File: config.mk
export PLATFORM = sky130hd
export DESIGN_NAME = add_round_key_stage
export DESIGN_NICKNAME = d
export VERILOG_FILES = /design/src/rtl/add_round_key_stage.sv
export SDC_FILE = /design/constraint.sdc
export NUM_CORES = 2
export LEC_CHECK = 0
export ABC_AREA = 1
export CORE_UTILIZATION = 50
export CTS_CLUSTER_DIAMETER = 100
export DETAILED_ROUTE_END_ITERATION = 8
export PLACE_DENSITY = 0.73
export SLEW_MARGIN = 20
export SYNTH_ARGS = -nofsm -noshare
export SYNTH_HDL_FRONTEND = slang
export SYNTH_SLANG_ARGS = --single-unit
File: constraint.sdc
create_clock -name clk -period 6.5 [get_ports clk]
set_clock_uncertainty 0.2 [all_clocks]
set_input_delay 0.975 -clock clk [delete_from_list [all_inputs] [get_ports clk]]
set_output_delay 0.975 -clock clk [all_outputs]
set_load 0.03 [all_outputs]
File: src/rtl/add_round_key_stage.sv
// AddRoundKey stage for an iterative AES-128 encryption datapath.
// XORs each accepted state with the current round key. The key schedule
// advances by one step per accepted beat. A single output register gives
// full throughput under a valid/ready handshake.
module add_round_key_stage #(
  parameter int NR = 10,
  parameter int KW = 128
) (
  input  logic          clk,
  input  logic          rst_n,
  input  logic          key_load,
  input  logic [KW-1:0] cipher_key,
  input  logic          in_valid,
  output logic          in_ready,
  input  logic [KW-1:0] in_state,
  output logic          out_valid,
  input  logic          out_ready,
  output logic [KW-1:0] out_state,
  output logic [3:0]    out_round,
  output logic          out_last
);

  localparam logic [3:0] LAST_RND = 4'(NR);

  // FIPS-197 forward S-box. Entry x is stored at bits [8*(255-x) +: 8].
  localparam logic [2047:0] SBOX = {
    128'h637c777bf26b6fc53001672bfed7ab76, 128'hca82c97dfa5947f0add4a2af9ca472c0,
    128'hb7fd9326363ff7cc34a5e5f171d83115, 128'h04c723c31896059a071280e2eb27b275,
    128'h09832c1a1b6e5aa0523bd6b329e32f84, 128'h53d100ed20fcb15b6acbbe394a4c58cf,
    128'hd0efaafb434d338545f9027f503c9fa8, 128'h51a3408f929d38f5bcb6da2110fff3d2,
    128'hcd0c13ec5f974417c4a77e3d645d1973, 128'h60814fdc222a908846eeb814de5e0bdb,
    128'he0323a0a4906245cc2d3ac629195e479, 128'he7c8376d8dd54ea96c56f4ea657aae08,
    128'hba78252e1ca6b4c6e8dd741f4bbd8b8a, 128'h703eb5664803f60e613557b986c11d9e,
    128'he1f8981169d98e949b1e87e9ce5528df, 128'h8ca1890dbfe6426841992d0fb054bb16
  };

  logic [KW-1:0] r_key_store;
  logic [KW-1:0] r_rk;
  logic [3:0]    r_rnd;
  logic [7:0]    r_rcon;
  logic          r_key_valid;
  logic          r_out_valid;
  logic [KW-1:0] r_out_state;
  logic [3:0]    r_out_round;
  logic          r_out_last;

  logic          w_accept;
  logic [31:0]   w_rot;
  logic [31:0]   w_sub;
  logic [31:0]   w_t;
  logic [31:0]   w_n0, w_n1, w_n2, w_n3;
  logic [KW-1:0] w_rk_next;
  logic [7:0]    w_rcon_next;

  // A key_load cycle never accepts, so an upstream beat offered alongside it is held.
  assign in_ready = r_key_valid & ~key_load & (~r_out_valid | out_ready);
  assign w_accept = in_valid & in_ready;

  // RotWord of w3: a cyclic left rotation by one byte.
  assign w_rot = {r_rk[23:0], r_rk[31:24]};

  // SubWord: four parallel S-box lookups, one per byte of the rotated word.
  for (genvar gi = 0; gi < 4; gi++) begin : g_sbox
    assign w_sub[31-8*gi -: 8] = SBOX[8*(255 - int'(w_rot[31-8*gi -: 8])) +: 8];
  end

  assign w_t         = w_sub ^ {r_rcon, 24'h000000};
  assign w_n0        = r_rk[127:96] ^ w_t;
  assign w_n1        = r_rk[95:64]  ^ w_n0;
  assign w_n2        = r_rk[63:32]  ^ w_n1;
  assign w_n3        = r_rk[31:0]   ^ w_n2;
  assign w_rk_next   = {w_n0, w_n1, w_n2, w_n3};
  assign w_rcon_next = {r_rcon[6:0], 1'b0} ^ (r_rcon[7] ? 8'h1b : 8'h00);

  // Key schedule: the key load restarts it; each accept steps it or wraps it to round 0.
  always_ff @(posedge clk or negedge rst_n) begin
    if (!rst_n) begin
      r_key_store <= '0;
      r_rk        <= '0;
      r_rnd       <= 4'd0;
      r_rcon      <= 8'h01;
      r_key_valid <= 1'b0;
    end else if (key_load) begin
      r_key_store <= cipher_key;
      r_rk        <= cipher_key;
      r_rnd       <= 4'd0;
      r_rcon      <= 8'h01;
      r_key_valid <= 1'b1;
    end else if (w_accept) begin
      if (r_rnd == LAST_RND) begin
        r_rk   <= r_key_store;
        r_rnd  <= 4'd0;
        r_rcon <= 8'h01;
      end else begin
        r_rk   <= w_rk_next;
        r_rnd  <= r_rnd + 4'd1;
        r_rcon <= w_rcon_next;
      end
    end
  end

  // Output entry: load on accept, hold while stalled, and drop on key_load (abort).
  always_ff @(posedge clk or negedge rst_n) begin
    if (!rst_n) begin
      r_out_valid <= 1'b0;
      r_out_state <= '0;
      r_out_round <= 4'd0;
      r_out_last  <= 1'b0;
    end else if (key_load) begin
      r_out_valid <= 1'b0;
    end else if (w_accept) begin
      r_out_valid <= 1'b1;
      r_out_state <= in_state ^ r_rk;
      r_out_round <= r_rnd;
      r_out_last  <= (r_rnd == LAST_RND);
    end else if (out_ready) begin
      r_out_valid <= 1'b0;
    end
  end

  assign out_valid = r_out_valid;
  assign out_state = r_out_state;
  assign out_round = r_out_round;
  assign out_last  = r_out_last;

endmodule

==> results.cfg <==
[outcome]
outcome = finished, final reports clean

[global_route]
grt_pass1_vias = 33500
grt_usage_pct = 40.2
grt_first_pass_wirelength_um = 202000
grt_max_degree = 155
grt-ovfl-total = 0
antenna_found_initial = 13

[power]
swShare_pct = 53.2
comb_power_share_pct = 61.7
peakVddDrop_mv = 0.239
clock_power_share_pct = 16.4
pwr-share-seq_pct = 21.9
leakagePower_nw = 17.8
p_per_area_nw_per_um2 = 443
p_int_mw = 7.73
p_switching_mw = 8.78

[worst_setup_path]
start_kind = flip-flop
reg2reg_from = r_rk[24]
arrival_ps = 4950
crit_path_max_fanout = 15
end_kind = flip-flop
critPathKind = reg -> reg
r2r_slack_ps = 1830
required_ps = 6790
r2r-end = r_rk[1]
r2r_cells = 20

[sta]
drv_slew = 0
hold_violations = 0
fin_crit_ps = 4670
postLayoutSetupSlackWorst_ps = 1830
grt_setup_unrepaired = false
slew_headroom_pct = 20.2
period_share_pct = 71.8
finalSetupTns_ps = 0
setup_violations = 0
tightest_slew_ps = 1200
max_freq_mhz = 214

[clocking]
postCtsSetupBuffers = 0
clk_pin_slew_ps = 60
clock_latency_ps = 610
clock_sinks = 403
cts_resized = 0
cts_tree = built
numCtsBuffers = 47
ctsHtreeMaxLevel = 2
postCtsHoldBufs = 0
cts_max_path_buffers = 3
root_buffer = clkbuf_16

[route]
first_iter_violations = 5312
top_layer_used = met5
firstDrtPassIters = 7
vias = 36600
ant_nets = 0
drc_errors = 0
routed_wl_um = 134000
avgRoutedWirePerCell_um = 22.5
met1_length_um = 54100
dr_wl_met3_um = 15800
routed-wl-met2_um = 58300
vias_per_cell = 6.13

[cells_and_area]
drive_above_1_share_pct = 4.95
final_nets = 5397
fillCellCount = 6246
area_growth_pct = 16.9

[floorplan]
io_pins = 396
fp.dieH_um = 255
num_rows = 92
start_util_pct = 50.5
die_area_um2 = 64800
coreArea_um2 = 63100
die_w_um = 255

[logic_synthesis]
yosysTopAreaCellShare_pct = 31.6
synth.ff_latch_count = 403
async_reset_ff_share_pct = 100
mappedNetlistNets = 5234
synthCells = 4911
synth_flop_cell = dfrtp_1
ys_top_cells_by_count = nand2_1 (1499), nand3_1 (1208), dfrtp_1 (402)
yosysWarnings = 0
yosys.area.top_type = dfrtp_1
ys_types = 39
synth_edf_count = 0
synth_seq_area_share_pct = 31.6
synth.most_common_cell = nand2_1
avgSynthCellArea_um2 = 6.49
netlist_area_um2 = 31900
synth_area_leaders = dfrtp_1 (32%), nand3_1 (19%), nand2_1 (18%)

[run]
cap_violations = 0

[placement]
place.gp.congestion = 1.08
dp_hpwl_um = 93700
dp_slack_ps = 1950
port_buffers = 395

[worst_hold_path]
hold_path_class = in -> async
-- worst max-delay path: stages (launching register included) --
cell	delay (ps)
dfrtp_1	820
clkinv_1	600
ha_1	610
nand2_1	490
inv_1	140
nor2_2	240
nand2_1	80
nand2_1	70
nand3_1	70
nand3_1	160
nand3_1	190
nand2_1	150
nand2_1	80
nand3_1	90
nand2_1	70
nand2_1	140
nand2_1	80
nand2_1	60
nand3_1	70
nand2_1	90
nand2_1	50
-- flip-flops by register name, summed over array words and instances, names as in the netlist --
register and cells:
out_state 128, r_rk 128, out_valid 1, out_last 1, r_key_store 128, out_round 4, r_key_valid 1, r_rnd 4
r_rcon 8
-- worst max path at each step --
stage / from / to / slack, ps / cells past startpoint
2_1_floorplan: out_ready / r_rk[113] / 3120 / 7
3_3_place_gp: out_ready / r_rk[110] / 2040 / 8
5_1_grt: r_rk[24] / r_rk[1] / 1560 / 20
6_report: r_rk[24] / r_rk[1] / 1830 / 20
3_5_place_dp: out_ready / r_rnd[2] / 1950 / 9
4_1_cts: r_rk[24] / r_rk[1] / 1980 / 20
-- through the flow --
step	cell area, µm²	cells	hold slack, ps	utilization (%)	power (mW)
3_5_place_dp	35700	5871	244	56.5	13.4
6_report	37300	5970	207	59.1	16.5
2_1_floorplan	31900	4911	222	-	10.4
3_3_place_gp	35700	5871	239	56.5	13.4
5_1_grt	37200	5963	276	59.0	17.5
4_1_cts	37200	5955	241	59.0	16.1
-- per-layer routing --
layer	up-vias	track usage [%]
met3	418	10.2
met5	-	0
met4	8	18.2
met2	2371	60.4
li1	16800	-
met1	17000	54.3
-- power groups by stage --
stage	Combinational (mW)	Clock [mW]	Sequential, mW
after CTS	9.82	2.73	3.59
after floorplan	6.54	0	3.83
after detailed placement	9.77	0	3.63
final	10.2	2.71	3.61
after global routing	11.0	2.82	3.67
after global placement	9.80	0	3.62
-- cells by family after synthesis --
kind of cell	count (synthesis)	share of synthesized area [%]
XOR/XNOR	140	3.85
buffers and inverters	647	8.98
AO/OA/AOI/OAI	678	12.1
flip-flops	403	31.6
AND/OR/NAND/NOR	2981	41.0
adder cells (fa/ha/maj)	62	2.43
-- layout make-up --
type,instances,area [µm²],share of cell area [%]
Clock buffer,71,1400,3.75
Inverter,319,1220,3.27
Clock inverter,13,159,0.426
Timing Repair Buffer,442,4330,11.6
Tap cell,846,1060,2.84
Antenna cell,15,37.5,0.101
Multi-Input combinational cell,3861,19000,50.9
Sequential cell,403,10100,27.1
-- cells in the final DEF (no fill, tap or decap), types with 36 or more instances in the layout --
cell / count
o221ai_1: 56
o211ai_1: 50
dfrtp_1: 395
inv_1: 283
ha_1: 62
nand3_1: 1207
clkbuf_16: 48
nand2_1: 1497
xnor2_1: 132
a21oi_1: 151
buf_4: 46
o21ai_0: 330
clkdlybuf4s50_1: 393
o22ai_1: 38
nor2_1: 172
nand2_2: 36
(Power assumes the default switching activity.)
